--- config.mk ---
export PLATFORM = sky130hd
export DESIGN_NAME = pipeline_stall_controller
export DESIGN_NICKNAME = d
export VERILOG_FILES = /design/src/rtl/pipeline_stall_controller.sv
export SDC_FILE = /design/constraint.sdc
export NUM_CORES = 1
export LEC_CHECK = 0
export CAP_MARGIN = 20
export CORE_ASPECT_RATIO = 1.2
export CORE_MARGIN = 1.5
export CORE_UTILIZATION = 27
export DETAILED_ROUTE_END_ITERATION = 10
export GPL_TIMING_DRIVEN = 0
export PLACE_DENSITY = 0.47
export SYNTH_ARGS = -nofsm -noshare
export SYNTH_HDL_FRONTEND = slang
export SYNTH_SLANG_ARGS = --single-unit
--- constraint.sdc ---
create_clock -name CLK -period 2.48 [get_ports CLK]
set_input_delay 0.496 -clock CLK [delete_from_list [all_inputs] [get_ports CLK]]
set_output_delay 0.496 -clock CLK [all_outputs]
set_load 0.005 [all_outputs]
--- src/rtl/pipeline_stall_controller.sv ---
// Central stall/flush sequencer for the 5-stage pipeline registers.
// Handles data-cache miss freezes, load-use bubbles, branch flushes and perf counters.
module pipeline_stall_controller #(
  parameter int MISS_PENALTY = 4,
  parameter int CNT_W        = 16
) (
  input  logic             CLK,
  input  logic             RST,
  input  logic             hitOut,
  input  logic             MemReadOut,
  input  logic             MemWriteOut,
  input  logic             BranchOut,
  input  logic             zeroFlagOut,
  input  logic             memReady,
  input  logic             ID_EX_MemRead,
  input  logic [4:0]       ID_EX_rt,
  input  logic [4:0]       IF_ID_rs,
  input  logic [4:0]       IF_ID_rt,
  output logic             PCWrite,
  output logic             PCSrc,
  output logic             IF_ID_Write,
  output logic             IF_ID_Flush,
  output logic             ID_EX_Flush,
  output logic             EX_MEM_Write,
  output logic             EX_MEM_Flush,
  output logic             MEM_WB_Write,
  output logic             missStall,
  output logic [CNT_W-1:0] stallCycles,
  output logic [CNT_W-1:0] missCount
);

  localparam int CNT_BITS = (MISS_PENALTY > 1) ? $clog2(MISS_PENALTY) : 1;
  localparam logic [CNT_BITS-1:0] CNT_LOAD = CNT_BITS'(MISS_PENALTY - 1);

  typedef enum logic [1:0] {
    IDLE   = 2'd0,
    MISS   = 2'd1,
    RESUME = 2'd2
  } stateT;

  stateT               state;
  stateT               nextState;
  logic [CNT_BITS-1:0] cnt;
  logic [CNT_BITS-1:0] cntNext;
  logic                memAcc;
  logic                missNow;
  logic                taken;
  logic                loadUse;
  logic                missEvent;

  assign memAcc  = MemReadOut | MemWriteOut;
  assign missNow = (state == IDLE) & memAcc & ~hitOut;
  assign taken   = BranchOut & zeroFlagOut;
  assign loadUse = ID_EX_MemRead & (ID_EX_rt != 5'd0) &
                   ((ID_EX_rt == IF_ID_rs) | (ID_EX_rt == IF_ID_rt));

  always_ff @(posedge CLK) begin
    if (RST) begin
      state <= IDLE;
      cnt   <= '0;
    end else begin
      state <= nextState;
      cnt   <= cntNext;
    end
  end

  always_comb begin
    nextState = state;
    cntNext   = cnt;
    missEvent = 1'b0;
    case (state)
      IDLE: begin
        if (missNow) begin
          nextState = MISS;
          cntNext   = CNT_LOAD;
          missEvent = 1'b1;
        end
      end
      MISS: begin
        if (cnt != '0) begin
          cntNext = cnt - 1'b1;
        end else if (memReady) begin
          nextState = RESUME;
        end
      end
      RESUME: begin
        nextState = IDLE;
      end
      default: begin
        nextState = IDLE;
        cntNext   = '0;
      end
    endcase
  end

  // Miss freeze dominates; RESUME skips miss detection so the refilled access completes.
  always_comb begin
    PCWrite      = 1'b1;
    PCSrc        = 1'b0;
    IF_ID_Write  = 1'b1;
    IF_ID_Flush  = 1'b0;
    ID_EX_Flush  = 1'b0;
    EX_MEM_Write = 1'b1;
    EX_MEM_Flush = 1'b0;
    MEM_WB_Write = 1'b1;
    missStall    = 1'b0;
    if (RST) begin
      PCWrite      = 1'b0;
      IF_ID_Write  = 1'b0;
      EX_MEM_Write = 1'b0;
      MEM_WB_Write = 1'b0;
      IF_ID_Flush  = 1'b1;
      ID_EX_Flush  = 1'b1;
      EX_MEM_Flush = 1'b1;
    end else if (state == MISS || missNow) begin
      PCWrite      = 1'b0;
      IF_ID_Write  = 1'b0;
      EX_MEM_Write = 1'b0;
      MEM_WB_Write = 1'b0;
      missStall    = 1'b1;
    end else if (taken) begin
      PCSrc        = 1'b1;
      IF_ID_Flush  = 1'b1;
      ID_EX_Flush  = 1'b1;
      EX_MEM_Flush = 1'b1;
    end else if (loadUse) begin
      PCWrite      = 1'b0;
      IF_ID_Write  = 1'b0;
      ID_EX_Flush  = 1'b1;
    end
  end

  always_ff @(posedge CLK) begin
    if (RST) begin
      stallCycles <= '0;
      missCount   <= '0;
    end else begin
      if (!PCWrite && (stallCycles != '1)) begin
        stallCycles <= stallCycles + 1'b1;
      end
      if (missEvent && (missCount != '1)) begin
        missCount <= missCount + 1'b1;
      end
    end
  end

endmodule

======== Word-level counts from Yosys, hierarchy flattened ========
Index checks and enable logic that the tools add are counted.
W data, S select, Z words.
storage, ports and cells
  register bits ........................... 36
  bits in latches ......................... 0
  RAM bits ................................ 0
  ROM bits ................................ 0
  input port bits ......................... 24
  logic and storage cells ................. 60
  memories ................................ 0
cells by class
  add/sub/neg operators ................... 3
  $mul .................................... 0
  divide/modulo/power cells ............... 0
  magnitude comparators ................... 0
  eq/ne operators ......................... 10
  shifts and indexed selects .............. 0
  muxes and demuxes ....................... 25
  bitwise logic cells ..................... 9
  reductions and logical operators ........ 9
operators by type and width
  kind                     count
  $add A16 B1 Y16 const B  2
  $ne A16 B16 Y1 const B   2
  $mux W1                  18
  $eq A5 B5 Y1             2
  $mux W2                  5
  $ne A2 B2 Y1 const B     4
  $pmux W2 S3              1
  $reduce_and A3 Y1        2
  $and A1 B1 Y1            5
  $reduce_bool A5 Y1       1
  $pmux W2 S2              1
  $eq A2 B1 Y1 const B     1
  $eq A2 B2 Y1 const B     1
  $logic_and A1 B1 Y1      2
  $logic_not A2 Y1         1
  $not A1 Y1               2
  $or A1 B1 Y1             2
  $reduce_bool A2 Y1       1
  $sub A2 B1 Y2 const B    1
  $logic_not A1 Y1         1
  $logic_or A1 B1 Y1       1

======== Depth between registers and ports, before layout ========
Gate-level depths: netlist of run 1.
  depth after elaboration ................. 9
  depth in mapped cells ................... 8
  gate-level depth less buffers ........... 7

======== Worst setup path before layout of run 1 ========
Ideal clock, no wire load.
  path type ............................... input to output
  start ................................... in ID_EX_rt[1]
  end ..................................... out PCWrite
  arrival time ............................ 1.843 ns
  slack ................................... 0.141 ns
  cell stages on the path ................. 7
  path buffers ............................ 3
  cells stage by stage .................... or4_1 > o21ai_2 > a21oi_2 > a21boi_4 > buf_6 > buf_8 > buf_4
between the ends
  cells in the longest elaborated chain, start to end .. 7
  elaborated cells between the ends (all ways) .. 10
  those cells by class .................... 2 x eq/ne; 4 x mux; 3 x bitwise; 1 x reduce/logical
ends and longest elaborated chain
  what                                                       RTL line  text
  start: declaration                                         16        input logic [4:0] ID_EX_rt,
  $eq A5 B5 Y1 / $reduce_bool A5 Y1 (equally long branches)  55, 54
  $or A1 B1 Y1 / $and A1 B1 Y1 (equally long branches)       55, 54
  $and A1 B1 Y1 *                                            54        assign loadUse = ID_EX_MemRead & (ID_EX_rt != 5'd0) &
  $mux W1 * (4 in series)                                    --
  end: declaration                                           19        output logic PCWrite,
Mark *: on every way between the ends. The rest lies on a longest branch, timed or not.

======== Worst setup path in the final report of run 1 ========
  start ................................... in ID_EX_rt[4]
  end ..................................... out PCWrite
between the ends
  cells in the longest elaborated chain, start to end .. 7
  elaborated cells between the ends (all ways) .. 10
  those cells by class .................... 2 x eq/ne; 4 x mux; 3 x bitwise; 1 x reduce/logical
ends and longest elaborated chain
  what                                                       RTL line  text
  $eq A5 B5 Y1 / $reduce_bool A5 Y1 (equally long branches)  55, 54
  $or A1 B1 Y1 / $and A1 B1 Y1 (equally long branches)       55, 54
  $and A1 B1 Y1 *                                            54
  $mux W1 *                                                  126       end else if (loadUse) begin
  $mux W1 *                                                  121       end else if (taken) begin
  $mux W1 *                                                  115       end else if (state == MISS || missNow) begin
  $mux W1 *                                                  107       if (RST) begin
Marks and branches as above.

==> results of run 1 <==
-- power by group through the flow --
stage / sequential [mW] / combinational (mW) / clock (mW)
final: 0.613 / 0.258 / 0.403
after global routing: 0.616 / 0.286 / 0.446
after detailed placement: 0.626 / 0.238 / 0
after floorplan: 0.622 / 0.125 / 0
after CTS: 0.613 / 0.264 / 0.425
after global placement: 0.626 / 0.238 / 0
-- worst reg2reg max path, stage by stage (launching register included) --
cell      delay (ps)
dfxtp_1          440
and4_1           290
nand4_1          270
nor3_2           320
buf_2            270
buf_4            230
o311ai_0         140
o41ai_1           80
-- registers in the layout (all words and copies together) (netlist names) --
register / flops
cnt: 2
missCount: 16
stallCycles: 16
state: 2
-- per-stage QoR --
step                instance area [sq um]  utilization [%]  std cells
floorplan                            2058                -        239
global placement                     2811            38.42        393
detailed placement                   2811            38.42        393
CTS                                  2992            40.89        409
global route                         3005            41.07        409
finish                               3005            41.07        409
-- path summary, 6_finish.rpt --
check / startpoint / to / cells after the start
setup / recovery: ID_EX_rt[4] / PCWrite / 7
hold / removal: cnt[1]$_SDFFE_PP0P_ / cnt[1]$_SDFFE_PP0P_ / 2
setup reg to reg: stallCycles[3]$_SDFFE_PP0P_ / stallCycles[9]$_SDFFE_PP0P_ / 7
hold reg to reg: cnt[1]$_SDFFE_PP0P_ / cnt[1]$_SDFFE_PP0P_ / 2
-- final cells by class --
class	instances	share of cell area, %
inverter	7	0.8743
tap	90	3.747
clock buffer	6	2.415
timing repair buffer	75	23.56
clock inverter	1	0.1665
sequential	36	23.98
buffer	10	2.165
multi-input combinational	184	43.09
-- metal layers --
layer	vias to the layer above	part of all wire (%)	wire [microns]
li1	1020	-	-
met1	950	44	2518
met2	50	51	2941
met3	8	4.3	250
met4	0	1.1	65
met5	-	0	0
-- cell families after synthesis --
kind of cell | count (synthesis) | share of synthesized area [%]
XOR/XNOR | 24 | 10.21
buffers and inverters | 19 | 5.167
flip-flops | 36 | 35.02
multiplexers | 7 | 4.134
AND/OR/NAND/NOR | 109 | 28.94
adder cells (fa/ha/maj) | 3 | 1.824
AO/OA/AOI/OAI | 41 | 14.71
-- cells in the mapped netlist (all sizes together), types with 3 or more instances --
cell / n
and4: 4
a21oi: 15
or4: 6
nor3: 7
nor2b: 5
o41ai: 3
buf: 7
o21ai: 8
ha: 3
clkbuf: 5
xnor2: 12
nor2: 30
o31ai: 5
xor2: 12
nand4: 12
or3: 3
nand3: 10
o311ai: 3
nor4: 4
dfxtp: 36
mux2: 6
inv: 7
nand2: 15
and3: 4
-- repair_timing --
item / in CTS / in global routing
pin swaps: 12 / 6
setup endpoints to repair: 13 / 10
resized for setup: 52 / 10
buffers inserted: 9 / 2
==> results.py, run 1 <==
metrics = {
    "worst_hold_path": {
        "hold_path.class": "reg2reg",
    },
    "cts": {
        "clock_path_buffers": 2,
        "clk_pin_slew_ps": 60,
        "clock_latency_ps": 290,
        "root_buffer": "clkbuf_8",
        "cts_inserted_buffers": 5,
        "cts_hold_buf": 0,
        "cts_tree": "built",
        "clock-sinks": 36,
        "h-tree-depth": 2,
    },
    "power": {
        "total_switching_power_mw": 0.3507,
        "total_power_mw": 1.274,
        "switching_share_pct": 27.53,
        "p_seq_share_pct": 48.1,
        "p_leak_nw": 1.129,
        "pwr-share-clk_pct": 31.7,
        "power.internal_mw": 0.9233,
        "vdd_drop_max_mv": 0.2117,
        "power.density_mw_per_mm2": 423.9,
        "combPwrFrac_pct": 20.3,
    },
    "logic_synthesis": {
        "synth_top_cell_area_share_pct": 35.02,
        "synth_cell_types": 47,
        "ys_seq_elements": 36,
        "seq_area_frac_synth_pct": 35.02,
        "syn_inst": 239,
        "synth.area.top_cells": "dfxtp_1, nor2_1, xnor2_1",
        "yosys.area.top_type": "dfxtp_1",
        "synth_edf_count": 0,
        "synth_fp_nets": 266,
        "syn_area_sq_mm": 0.002058,
        "async_reset_ff_share_pct": 0,
        "ys.flop_type": "dfxtp_1",
        "synth_warnings": 0,
        "avgSynthCellArea_sq_um": 8.612,
    },
    "floorplanning": {
        "die_w_microns": 82.70,
        "rows": 34,
        "start_util_pct": 28.13,
        "core_area_sq_mm": 0.007317,
        "die_h_microns": 98.64,
        "dieArea_sq_mm": 0.008158,
        "io_pins": 65,
    },
    "sta": {
        "setup-tns-final_ps": 0,
        "finClkSkew_ps": 11.20,
        "min_period_over_period_pct": 95.95,
        "tightest_slew_ps": 491.9,
        "max_slew_margin_pct": 67.20,
        "finalHoldViolCount": 0,
        "period_needed_ps": 2379,
        "setup_viol": 0,
        "worst_slack_ps": 100.5,
        "slew_viol_final": 0,
        "hold-worst-slack_ps": 502.8,
        "rsz0062_at_grt": "false",
        "fmax_ghz": 0.4203,
    },
    "detailed_routing": {
        "dr.first_iter.drc_count": 31,
        "viasPerCell": 4.958,
        "drc_errors": 0,
        "wl_per_cell_microns": 14.12,
        "antenna_left": 0,
        "num_vias": 2028,
        "drt_wl_total_mm": 5.775,
        "firstDrtPassIters": 4,
    },
    "worst_setup_path": {
        "crit_family": "simple AND/OR/NAND/NOR gates",
        "cp_slowest_cell": "or4_4",
        "path_common_cell": "buf_4",
        "worstPathArrival_ps": 1880,
        "rrSetupSlack_ps": 360,
        "worstSetupStartpointType": "primary input",
        "cpPeakStageDelay_ps": 550,
        "critical_path_class": "in2out",
        "crit_fanout": 5,
        "required_ps": 1980,
        "end_kind": "output pin",
        "path_buf_inv": 3,
        "worstPathCellList": "buf_4 > or4_4 > o21ai_4 > a21oi_2 > a21boi_4 > buf_6 > buf_4",
    },
    "global_route": {
        "antenna_found_initial": 0,
        "met1_usage_pct": 18.57,
        "grt_max_degree": 11,
        "grt_use_met3_pct": 3.519,
        "grtUsageTotal_pct": 15.27,
        "grt_overflow": 0,
        "grt_pass1_wl_mm": 9.680,
        "grt-busiest-layer": "met2",
        "use_met2_pct": 26.45,
        "grt_pass1_vias": 2057,
    },
    "cells_and_area": {
        "drive_gt1_share_pct": 18.18,
        "mostFrequentLayoutCell": "clkdlybuf4s50_1",
        "area_growth_pct": 46.02,
        "ff_latch_area_sq_um": 720.7,
        "layout_common_cells": "clkdlybuf4s50_1, dfxtp_1, nor2_1",
        "n_antenna_cell": 0,
        "fill_cells": 781,
        "multiInputGateArea_sq_mm": 0.001295,
        "fin_nets": 346,
    },
    "placed_design": {
        "hpwl_mm": 4.175,
        "dp_slack_ps": -1042,
        "place_congestion": 0.7387,
        "portBuffers": 64,
    },
    "run_status": {
        "outcome": "finished, final reports clean",
    },
    "run": {
        "maxCapViolations": 0,
    },
}
Power figures use the tool's default switching activity.
==> run 2: changes to the inputs <==
--- a/config.mk
+++ b/config.mk
@@ -5,7 +5,7 @@
 export SDC_FILE = /design/constraint.sdc
 export NUM_CORES = 1
 export LEC_CHECK = 0
-export CAP_MARGIN = 20
+export CAP_MARGIN = 10
 export CORE_ASPECT_RATIO = 1.2
 export CORE_MARGIN = 1.5
 export CORE_UTILIZATION = 27
==> results of run 2 <==
Same layout as run 1: the final DEF is identical, and so are final timing and power.
==> run 3: changes to the inputs <==
--- a/config.mk
+++ b/config.mk
@@ -5,13 +5,14 @@
 export SDC_FILE = /design/constraint.sdc
 export NUM_CORES = 1
 export LEC_CHECK = 0
+export ABC_AREA = 1
 export CAP_MARGIN = 10
-export CORE_ASPECT_RATIO = 1.2
+export CORE_ASPECT_RATIO = 0.8
 export CORE_MARGIN = 1.5
 export CORE_UTILIZATION = 27
 export DETAILED_ROUTE_END_ITERATION = 10
 export GPL_TIMING_DRIVEN = 0
-export PLACE_DENSITY = 0.47
+export PLACE_DENSITY = 0.46
 export SYNTH_ARGS = -nofsm -noshare
 export SYNTH_HDL_FRONTEND = slang
 export SYNTH_SLANG_ARGS = --single-unit
==> run 3 against run 2 <==
Net effect: design area increased by 8.4%; worst setup slack lost 24 ps; clock power rose by 1%; power rose by 1.8%; cell count up 30%; hold slack worse by 36 ps; synthesized area rose by 13%; via count increased by 17%; fmax fell by 1.0%; die area rose by 13%.
==> results.py, run 3 <==
metrics = {
    "logic_synthesis": {
        "synth_top_cell_area_share_pct": 30.92,
        "yosys.area.top_type": "dfxtp_1",
        "synth_commonest_cells": "nand2_1, dfxtp_1, inv_1, nor2_1, nand3_1",
        "synth_cell_types": 36,
        "synth_edf_count": 0,
        "syn_area_sq_mm": 0.002331,
        "async_reset_ff_share_pct": 0,
        "synth_fp_nets": 365,
        "synth.area.top_cells": "dfxtp_1, nand2_1, inv_1",
        "post-synth-top-count-cell": "nand2_1",
        "seq_area_frac_synth_pct": 30.92,
        "syn_inst": 338,
        "ys.flop_type": "dfxtp_1",
        "ys_seq_elements": 36,
        "synth_warnings": 0,
        "avgSynthCellArea_sq_um": 6.896,
    },
    "sta": {
        "min_period_over_period_pct": 96.93,
        "rsz0062_at_grt": "true",
        "period_needed_ps": 2404,
        "fmax_ghz": 0.4160,
        "max_slew_margin_pct": 60.42,
        "worst_slack_ps": 76.16,
        "slew_viol_final": 0,
        "finClkSkew_ps": 15.34,
        "tightest_slew_ps": 593.7,
        "setup_viol": 0,
        "finalHoldViolCount": 0,
        "hold-worst-slack_ps": 466.7,
    },
    "floorplanning": {
        "rows": 30,
        "dieArea_sq_mm": 0.009203,
        "die_w_microns": 106.9,
        "io_pins": 65,
        "core_area_sq_mm": 0.008446,
        "die_h_microns": 86.11,
        "start_util_pct": 27.60,
    },
    "placed_design": {
        "dp_slack_ps": -601.2,
        "hpwl_mm": 4.816,
        "portBuffers": 64,
        "dp.cells": 514,
        "place_congestion": 0.7830,
    },
    "cts": {
        "cts_tree": "built",
        "h-tree-depth": 2,
        "clock-sinks": 36,
        "cts_inserted_buffers": 5,
        "root_buffer": "clkbuf_8",
        "cts_hold_buf": 0,
        "clock_path_buffers": 2,
        "clock_latency_ps": 290,
        "clk_pin_slew_ps": 70,
    },
    "global_route": {
        "grt_pass1_wl_mm": 10.50,
        "antenna_found_initial": 0,
        "grt_max_degree": 11,
        "grtUsageTotal_pct": 14.52,
        "grt_overflow": 0,
        "grt_pass1_vias": 2188,
    },
    "worst_setup_path": {
        "cpPeakStageDelay_ps": 240,
        "cp_slowest_cell": "dlygate4sd2_1",
        "path_common_cell": "buf_4",
        "path_buf_inv": 7,
        "worstSetupStartpointType": "primary input",
        "crit_family": "buffers and inverters",
        "end_kind": "output pin",
        "crit_fanout": 2,
        "required_ps": 1980,
        "critical_path_class": "in2out",
        "worstPathCellList": "dlygate4sd2_1 > nand2_1 > inv_2 > nor2_1 > nor2_1 > nand3_1 > nand2_2 > buf_6 > buf_4 > buf_4 > buf_4 > a31o_2 > buf_6",
        "worstPathArrival_ps": 1910,
    },
    "detailed_routing": {
        "wl_per_cell_microns": 12.25,
        "drt_wl_total_mm": 6.491,
        "firstDrtPassIters": 4,
        "drc_errors": 0,
        "num_vias": 2367,
        "viasPerCell": 4.466,
        "antenna_left": 0,
        "dr.first_iter.drc_count": 82,
    },
    "cells_and_area": {
        "fin_nets": 445,
        "mostFrequentLayoutCell": "nand2_1",
        "drive_gt1_share_pct": 16.75,
        "area_growth_pct": 39.77,
        "final_cell_count_no_fill": 530,
        "fill_cells": 902,
        "reg_top3": "missCount x16, stallCycles x16",
        "layout_common_cells": "nand2_1, clkdlybuf4s50_1, dfxtp_1",
        "n_antenna_cell": 0,
    },
    "power": {
        "p_leak_nw": 1.332,
        "power.density_mw_per_mm2": 398.2,
        "vdd_drop_max_mv": 0.1792,
    },
    "run_status": {
        "outcome": "finished, final reports clean",
    },
    "worst_hold_path": {
        "hold_path.class": "reg2reg",
    },
    "run": {
        "maxCapViolations": 0,
    },
}
[run 3: final timing paths]
check	cells after the start	endpoint	slack, ps	start
setup / recovery	13	ID_EX_Flush	80	IF_ID_rt[0]
hold / removal	2	cnt[1]$_SDFFE_PP0P_	470	cnt[1]$_SDFFE_PP0P_
setup reg to reg	9	stallCycles[9]$_SDFFE_PP0P_	530	stallCycles[0]$_SDFFE_PP0P_
hold reg to reg	2	cnt[1]$_SDFFE_PP0P_	470	cnt[1]$_SDFFE_PP0P_
[run 3: worst reg2reg max path, cell delays in order (launching register included)]
cell	delay, ps
dfxtp_1	430
ha_1	240
nand2_2	100
nor3_4	260
nand3_2	130
nand3b_4	260
nand2_4	150
buf_12	140
nand2_1	70
a21oi_2	110
[run 3: kinds of logic (layout without fill, tap and decap cells)]
logic type,Yosys count,in the layout,synth area share [%]
xor+xnor,20,20,7.515
simple gates,176,176,35.59
compound gates,47,47,12.18
fa+ha+maj,3,3,1.610
buf+inv,56,136,12.18
flops,36,36,30.92
[run 3: final cells by class]
class	instances	area, sq um	area share [%]
multi-input cells	246	1353	41.51
flip-flops and latches	36	720.7	22.12
repair buffers	74	700.7	21.51
inverters	43	161.4	4.954
well taps	112	140.1	4.301
plain buffers	12	105.1	3.226
clock buffers	6	72.57	2.227
clock inverters	1	5.005	0.1536
[run 3: power breakdown]
part | internal (mW) | leakage (nW) | switching, mW
sequential | 0.594 | 0.292 | 0.0145
combinational | 0.139 | 1.00 | 0.143
clock | 0.191 | 0.0410 | 0.216
[run 3: metrics by stage]
| step | instance area, sq um | TNS (ps) | utilization [%] | total power, mW |
|---|---|---|---|---|
| after CTS | 3233 | 0 | 38.28 | 1.319 |
| after global routing | 3258 | -8.327 | 38.58 | 1.377 |
| final | 3258 | 0 | 38.58 | 1.297 |
| after floorplan | 2331 | 0 | - | 0.7714 |
| after detailed placement | 3112 | -3155 | 36.84 | 0.8977 |
| after global placement | 3112 | -3237 | 36.84 | 0.8954 |
[run 3: routing by layer]
layer	up-vias	wire [microns]	GRT usage, %
met1	1055	3415	20.78
met2	63	2581	21.10
met4	0	53	3.636
li1	1244	-	-
met3	5	440	4.407
met5	-	0	0
[run 3: what timing repair did]
action / 4_1_cts / 5_1_grt
gates resized for setup: 32 / 14
setup endpoints to repair: 9 / 4
pin swaps: 6 / 8
setup buffers: 9 / 1
